$ cat src/rtl/ifetch_pkg.sv
// Shared types and constants for the instruction-fetch controller.
package ifetch_pkg;

    typedef enum logic [2:0] {
        IDLE = 3'd0,
        REQ  = 3'd1,
        WAIT = 3'd2,
        FULL = 3'd3,
        ERR  = 3'd4
    } state_t;

    typedef enum logic [1:0] {
        FAULT_NONE     = 2'b00,
        FAULT_MISALIGN = 2'b01,
        FAULT_TIMEOUT  = 2'b10
    } fault_t;

    // addi x0,x0,0
    localparam logic [31:0] NOP_INSTR = 32'h00000013;

    function automatic logic is_misaligned(input logic [1:0] pc_lsb);
        return pc_lsb != 2'b00;
    endfunction

endpackage

$ cat src/rtl/ifetch_timeout_cnt.sv
// 8-bit clear/enable counter; tc flags the last permitted WAIT cycle.
module ifetch_timeout_cnt #(
    parameter int LIMIT = 255
) (
    input  logic clk,
    input  logic areset,
    input  logic clr,
    input  logic en,
    output logic tc
);

    localparam logic [7:0] TC_VAL = 8'(LIMIT - 1);

    logic [7:0] count_q;

    always_ff @(posedge clk or negedge areset) begin
        if (!areset)
            count_q <= '0;
        else if (clr)
            count_q <= '0;
        else if (en)
            count_q <= count_q + 8'd1;
    end

    assign tc = (count_q == TC_VAL);

endmodule

$ cat src/rtl/ifetch_ctrl.sv
// Instruction-fetch controller: one imem read per instruction, held for
// decode, with a pc_load strobe on consumption plus misalign/timeout faults.
module ifetch_ctrl #(
    parameter int              XLEN           = 32,
    parameter int              TIMEOUT_CYCLES = 255,
    parameter logic [XLEN-1:0] NOP_INSTR      = ifetch_pkg::NOP_INSTR
) (
    input  logic            clk,
    input  logic            areset,
    input  logic [XLEN-1:0] pc,
    output logic            pc_load,
    output logic            imem_req_valid,
    input  logic            imem_req_ready,
    output logic [XLEN-1:0] imem_addr,
    input  logic            imem_rsp_valid,
    input  logic [XLEN-1:0] imem_rsp_data,
    output logic            instr_valid,
    input  logic            instr_ready,
    output logic [XLEN-1:0] instr,
    output logic [XLEN-1:0] instr_pc,
    output logic [1:0]      instr_fault,
    output logic [31:0]     fetch_count
);

    import ifetch_pkg::*;

    state_t          state_q, state_d;
    fault_t          fault_q;
    logic [XLEN-1:0] instr_q, instr_pc_q;
    logic [31:0]     fetch_cnt_q;
    logic            misaligned;
    logic            cnt_clr, cnt_en, cnt_tc;

    assign misaligned = is_misaligned(pc[1:0]);

    // Counter is held clear for the whole of REQ, so it starts at 0 on WAIT entry.
    assign cnt_clr = (state_q == REQ);
    assign cnt_en  = (state_q == WAIT) && !imem_rsp_valid && !cnt_tc;

    ifetch_timeout_cnt #(
        .LIMIT (TIMEOUT_CYCLES)
    ) u_timeout (
        .clk    (clk),
        .areset (areset),
        .clr    (cnt_clr),
        .en     (cnt_en),
        .tc     (cnt_tc)
    );

    always_ff @(posedge clk or negedge areset) begin
        if (!areset)
            state_q <= IDLE;
        else
            state_q <= state_d;
    end

    always_comb begin
        state_d = state_q;
        case (state_q)
            IDLE: state_d = REQ;
            REQ: begin
                if (misaligned)
                    state_d = FULL;
                else if (imem_req_ready)
                    state_d = WAIT;
            end
            // A response on the terminal count beats the timeout.
            WAIT: begin
                if (imem_rsp_valid)
                    state_d = FULL;
                else if (cnt_tc)
                    state_d = ERR;
            end
            FULL: begin
                if (instr_ready)
                    state_d = REQ;
            end
            ERR:     state_d = ERR;
            default: state_d = IDLE;
        endcase
    end

    always_comb begin
        imem_req_valid = 1'b0;
        imem_addr      = '0;
        instr_valid    = 1'b0;
        pc_load        = 1'b0;
        case (state_q)
            REQ: begin
                if (!misaligned) begin
                    imem_req_valid = 1'b1;
                    imem_addr      = pc;
                end
            end
            FULL: begin
                instr_valid = 1'b1;
                pc_load     = instr_ready && (fault_q != FAULT_TIMEOUT);
            end
            ERR:     instr_valid = 1'b1;
            default: ;
        endcase
    end

    always_ff @(posedge clk or negedge areset) begin
        if (!areset) begin
            instr_q     <= '0;
            instr_pc_q  <= '0;
            fault_q     <= FAULT_NONE;
            fetch_cnt_q <= '0;
        end else begin
            case (state_q)
                REQ: begin
                    if (misaligned) begin
                        instr_q    <= NOP_INSTR;
                        instr_pc_q <= pc;
                        fault_q    <= FAULT_MISALIGN;
                    end else if (imem_req_ready) begin
                        instr_pc_q <= pc;
                    end
                end
                WAIT: begin
                    if (imem_rsp_valid) begin
                        instr_q <= imem_rsp_data;
                        fault_q <= FAULT_NONE;
                    end else if (cnt_tc) begin
                        instr_q <= NOP_INSTR;
                        fault_q <= FAULT_TIMEOUT;
                    end
                end
                FULL: begin
                    if (instr_ready)
                        fetch_cnt_q <= fetch_cnt_q + 32'd1;
                end
                default: ;
            endcase
        end
    end

    assign instr       = instr_q;
    assign instr_pc    = instr_pc_q;
    assign instr_fault = fault_q;
    assign fetch_count = fetch_cnt_q;

endmodule

$ cat config.mk
export PLATFORM = sky130hd
export DESIGN_NAME = ifetch_ctrl
export DESIGN_NICKNAME = d
export VERILOG_FILES = /design/src/rtl/ifetch_pkg.sv /design/src/rtl/ifetch_timeout_cnt.sv /design/src/rtl/ifetch_ctrl.sv
export SDC_FILE = /design/constraint.sdc
export NUM_CORES = 1
export LEC_CHECK = 0
export BUFFER_PORTS_ARGS = -buffer_cell sky130_fd_sc_hd__clkbuf_2
export CAP_MARGIN = 30
export CORE_MARGIN = 2
export CORE_UTILIZATION = 48
export DETAILED_ROUTE_END_ITERATION = 8
export GPL_TIMING_DRIVEN = 0
export PLACE_DENSITY = 0.77
export SYNTH_ARGS = -nofsm -noshare
export SYNTH_HDL_FRONTEND = slang
export SYNTH_HIERARCHICAL = 1
export SYNTH_SLANG_ARGS = --single-unit
$ cat constraint.sdc
create_clock -name clk -period 2.2 [get_ports clk]
set_input_delay 0.11 -clock clk [delete_from_list [all_inputs] [get_ports clk]]
set_output_delay 0.11 -clock clk [all_outputs]
set_load 0.01 [all_outputs]
==> Word-level counts from Yosys, hierarchy flattened <==
Cells that the tools add are included.
{ "totals": {"register_bits": 109, "input_bits": 69, "out_inout_bits": 133, "wordCells": 57} }
{ "classes": {"add_sub_neg": 2, "n_eq_ne": 10, "muxes": 24, "n_reduce_logical": 15} }
{ "ops": {"columns": ["operator", "count"], "rows": [
  ["32-bit two-way mux", 7],
  ["32-bit case mux with 2 select lines", 1],
  ["32-bit by 1-bit adder with 32-bit output (second input constant)", 1],
  ["8-bit two-way mux", 2],
  ["3-bit two-way mux", 5],
  ["3-bit case mux with 5 select lines", 1],
  ["8-bit by 1-bit adder with 8-bit output (second input constant)", 1],
  ["8-bit == test (second input constant)", 1],
  ["2-bit nonzero test", 4],
  ["3-bit by 2-bit == test with 1-bit output (second input constant)", 2],
  ["2-bit two-way mux", 3],
  ["2-bit inequality test (second input constant)", 3],
  ["3-bit inequality test (second input constant)", 2],
  ["3-bit AND reduction", 2],
  ["1-bit two-way mux", 4],
  ["2-bit case mux with 2 select lines", 1],
  ["2-bit AND reduction", 2],
  ["3-bit by 1-bit == test with 1-bit output (second input constant)", 1],
  ["3-bit == test (second input constant)", 1],
  ["1-bit logical AND", 3],
  ["3-bit logical NOT", 1],
  ["1-bit logical NOT", 2],
  ["2-bit OR reduction", 1]
]} }

==> Logic depth before layout (Yosys ltp) <==
{ "depth": {"ltp_word": 5, "ltp_mapped": 10, "mapped_depth_nobuf": 9} }

==> Modules after synthesis <==
Netlist, hierarchy kept.
{ "by_module_without_submodules": {"columns": ["mod", "n_inst", "cells_each", "area_each_um2", "seq_area_each_um2"], "rows": [
  ["ifetch_ctrl", 1, 361, 4426.7, 2527.4],
  ["ifetch_timeout_cnt", 1, 41, 410.4, 200.2]
]} }

==> Worst setup path before layout <==
No wires, ideal clock.
{ "synth_timing": {"path_kind": "reg-to-reg", "from": "register u_timeout.count_q[0]", "to": "register u_timeout.count_q[5]", "setup_time_ps": 78, "arrival_time_ps": 1749, "required_ps": 2122, "path_slack_ps": 373, "path_stages_with_launch": 11, "n_path_buf": 1, "synth_period_minus_slack_ps": 1827, "cell_sequence": "dfrtp_1 inv_1 ha_1 nand3_1 nor2_1 nor3_1 and2_1 buf_4 nand4_4 or3_1 a21oi_1"} }
{ "synth_between": {"elab_chain_len": 4, "elab_cells_between_ends": 7, "cone_classes": "add/sub: 1; eq/ne: 1; mux: 2; reduce/logical: 3"} }
{ "synth_rtl": {"columns": ["item", "line", "text"], "rows": [
  ["from (decl)", "ifetch_timeout_cnt.sv:14", "logic [7:0] count_q;"],
  ["from (signal assigned)", "ifetch_timeout_cnt.sv:22", "count_q <= count_q + 8'd1;"],
  ["8-bit == test", "ifetch_timeout_cnt.sv:25", "assign tc = (count_q == TC_VAL);"],
  ["via cnt_tc", "ifetch_ctrl.sv:32", "logic cnt_clr, cnt_en, cnt_tc;"],
  ["1-bit logical NOT", "ifetch_ctrl.sv:38", "assign cnt_en = (state_q == WAIT) && !imem_rsp_valid && !cnt_tc;"],
  ["1-bit logical AND", "ifetch_ctrl.sv:38", null],
  ["via cnt_en", "ifetch_ctrl.sv:32", null],
  ["2-bit nonzero test (no source line)", null, null]
]} }
The timed path passes the listed nets, and every way through them passes these cells. The select of a mux whose other input is x is not followed.
A chain may end at the register's enable or synchronous reset.

==> Worst setup path after layout <==
{ "layout_timing": {"from": "register state_q[2]", "to": "output imem_addr[3]"} }
{ "layout_between": {"elab_chain_len": 2} }
{ "layout_rtl": {"columns": ["item", "line", "text"], "rows": [
  ["from (decl)", "ifetch_ctrl.sv:27", "state_t state_q, state_d;"],
  ["from (signal assigned)", "ifetch_ctrl.sv:54", "state_q <= state_d;"],
  ["3-bit by 1-bit == test with 1-bit output", "ifetch_ctrl.sv:88", "case (state_q)"],
  ["32-bit two-way mux", "ifetch_ctrl.sv:88", null],
  ["to (decl)", "ifetch_ctrl.sv:14", "output logic [XLEN-1:0] imem_addr,"]
]} }
Every way passes these cells.

==> flow_metrics.py <==
metrics = {
    "cts": {
        "clockBufferDepth": 2,
        "clk_pin_slew_ns": 0.10,
        "post_cts_buffers": 0,
        "cts_tree": "built",
        "cts_num_sinks": 109,
        "worstSkewPairLatency_ns": 0.37,
        "cts_max_level": 3,
        "numCtsBuffers": 9,
        "cts-root-buf": "clkbuf_8",
    },
    "min_path": {
        "hold_path_depth": 3,
        "hold_path_end": "fetch_count[0]",
        "min_path_type": "in2reg",
        "min_from": "instr_ready",
    },
    "final_layout": {
        "fin_cells": 816,
        "multiInputGateArea_um2": 1960,
        "syn_to_final_growth_pct": 41.6,
        "drive_above_1_share": 0.394,
        "diodes": 0,
        "ff_latch_area_um2": 2730,
        "nets": 751,
        "stdcell_area_um2": 6850,
        "utilization": 0.701,
        "fillerInstances": 727,
    },
    "place": {
        "gp_congestion": 0.830,
        "place_hpwl_mm": 9.06,
        "dpl-instance-area_um2": 6010,
        "io_buffer_count": 199,
        "pre_cts_slack_ns": 0.168,
        "post-place-cells": 735,
    },
    "power_and_ir_drop": {
        "p_sw_frac": 0.367,
        "pwr-share-seq": 0.446,
        "p_int_mw": 3.99,
        "powerDensity_nw_per_um2": 919,
        "ir_drop_mv": 0.831,
        "switching_power_mw": 2.31,
        "total_power_mw": 6.30,
        "p_comb_frac": 0.379,
        "p_leak_nw": 3.64,
        "pwr-share-clk": 0.175,
    },
    "sta": {
        "final_max_slew_viol_count": 0,
        "tns_ns": 0,
        "clock.fmax_mhz": 481,
        "tightestPinTransition_ns": 0.847,
        "rsz0062_at_grt": "no",
        "setup_viol": 0,
        "fin_crit_sh": 0.946,
        "hold_viol_final": 0,
        "fin_ws_ns": 0.119,
        "layout_min_cycle_time_ns": 2.08,
        "skew_ns": 0.0118,
        "hold_ws_ns": 0.0603,
        "slew_headroom": 0.435,
    },
    "die": {
        "start_util": 0.495,
        "io_pins": 202,
        "core_area_um2": 9770,
        "dieArea_um2": 10900,
        "die_h_um": 104,
        "die_w_um": 104,
        "rows": 36,
    },
    "synth": {
        "synthCells": 402,
        "synth_edf_count": 0,
        "yosysTopAreaCell": "dfrtp_1",
        "synth_cell_types": 43,
        "synth_seq_cells": 109,
        "synth_warnings": 6,
        "synth.area.top_cells": "dfrtp_1 56%, mux2_2 7.4%, a22o_1 5.4%",
        "yosys.area.top_type_share": 0.564,
        "syn-cell-area_um2": 4840,
        "syn_avg_cell_area_um2": 12.0,
        "synth_flop_cell": "dfrtp_1",
        "yosysSeqAreaShare": 0.564,
        "synth_async_sr_flop_share": 1.00,
    },
    "route": {
        "drcViolationCount": 0,
        "drt_pass1_iterations": 4,
        "wl_per_cell_um": 17.9,
        "vias_per_cell": 5.39,
        "routed_wl_mm": 14.6,
        "drtIter0Drc": 227,
        "dr_total_vias": 4400,
        "drtAntennaViolNets": 0,
    },
    "job": {
        "drv_cap": 0,
    },
    "setup_path": {
        "crit_type": "reg2out",
        "r2r_slack_ns": 0.19,
        "crit_arrival_ns": 1.97,
        "cp-start-kind": "flip-flop",
        "worst-path-max-fanout": 10,
        "required_ns": 2.09,
        "reg2reg_to": "u_timeout/count_q[5]",
        "worstRegToRegCells": 10,
        "reg2reg_from": "u_timeout/count_q[0]",
        "end_kind": "output port",
    },
    "global_routing": {
        "grt_max_degree": 110,
        "antenna_found_initial": 0,
        "grt_pass1_vias": 4468,
        "grt_overflow_total": 0,
        "grt_pass1_wl_mm": 23.2,
        "grt_usage": 0.271,
    },
    "outcome": {
        "status": "completed",
    },
}
-- cells in the mapped netlist, types with 2 or more instances --
cell and n:
or3_1 3, o21ai_0 7, nor3_2 3, nor2_1 14
buf_4 7, nand2_1 19, xor2_1 24, nor4_1 6
ha_1 3, nor3_1 7, inv_1 10, nor2b_1 3
buf_2 3, nand3b_1 2, and3_1 34, a22o_1 30
and2_1 5, and4_1 6, mux2_2 32, o21a_1 2
clkbuf_1 15, a21oi_1 8, dfrtp_1 109, nand4_1 8
nand2b_1 2, nor3b_1 2, xnor2_1 11, and3b_1 2
nand3_1 11
-- power by group through the flow --
| stage | registers [mW] | logic, mW | clock network [mW] |
|---|---|---|---|
| 2_1_floorplan | 2.98 | 1.09 | 0 |
| 3_3_place_gp | 2.78 | 2.16 | 0 |
| 3_5_place_dp | 2.80 | 2.21 | 0 |
| 4_1_cts | 2.77 | 2.32 | 1.12 |
| 5_1_grt | 2.85 | 2.55 | 1.21 |
| 6_report | 2.81 | 2.39 | 1.10 |
-- cells by family after synthesis --
| group | after synthesis | synth area share |
|---|---|---|
| other cells | 1 | 0.000775 |
| fa+ha+maj | 3 | 0.00776 |
| xor+xnor | 35 | 0.0634 |
| buf+inv | 35 | 0.0334 |
| mux | 32 | 0.0745 |
| compound gates | 52 | 0.0812 |
| flops | 109 | 0.564 |
| simple gates | 135 | 0.175 |
-- repair_timing --
action | 4_1_cts | 5_1_grt
pin swaps | 0 | 1
setup endpoints to repair | 28 | 38
gates resized for setup | 1 | 8
hold buffers | 66 | 0
endpoints found under the hold margin | 174 | 0
-- layer usage --
layer	up-vias	track usage	part of all wire
met5	-	0	0
met4	0	0.130	0.040
met3	53	0.0733	0.075
met2	209	0.462	0.50
met1	2152	0.315	0.38
li1	1986	-	-
-- registers in the layout (all words and copies together), names as in the netlist --
register and count:
instr_pc 32, instr_fault 2, fetch_count 32, instr 32, u_timeout/count_q 8, state_q 3
-- layout by cell type (no fill, tap or decap), drive strengths merged, types with 6 or more instances in the layout --
cell type / n
nor2: 14
and4: 6
xor2: 24
a21oi: 8
a22o: 30
dfrtp: 109
xnor2: 11
dlygate4sd3: 66
nor3: 10
mux2: 32
buf: 10
inv: 11
nor4: 7
nand4: 10
and3: 34
nand3: 11
o21ai: 7
nand2: 19
clkbuf: 224
-- worst max-delay path, cell delays in order (launching register included) --
cell and delay [ns]:
dfrtp_1 0.50, nor3b_4 0.44, clkbuf_2 0.30, and3_1 0.21, clkbuf_2 0.15
-- layout make-up --
type	instances	share of cell area
sequential	109	0.398
multi-input combinational	259	0.286
timing repair buffer	265	0.243
tap	133	0.0243
buffer	25	0.0188
clock buffer	10	0.0186
clock inverter	5	0.00548
inverter	10	0.00548
-- worst max path at each step --
stage / startpoint / end / slack, ns / cells after the start
floorplan: u_timeout/count_q[0] / u_timeout/count_q[5] / 0.37 / 10
global placement: areset / instr[19] / -0.47 / 1
detailed placement: state_q[1] / instr_pc[28] / 0.17 / 5
CTS: state_q[1] / imem_addr[28] / 0.05 / 5
global route: state_q[2] / imem_addr[17] / 0.005 / 4
finish: state_q[2] / imem_addr[3] / 0.12 / 4
(Power assumes the default switching activity.)
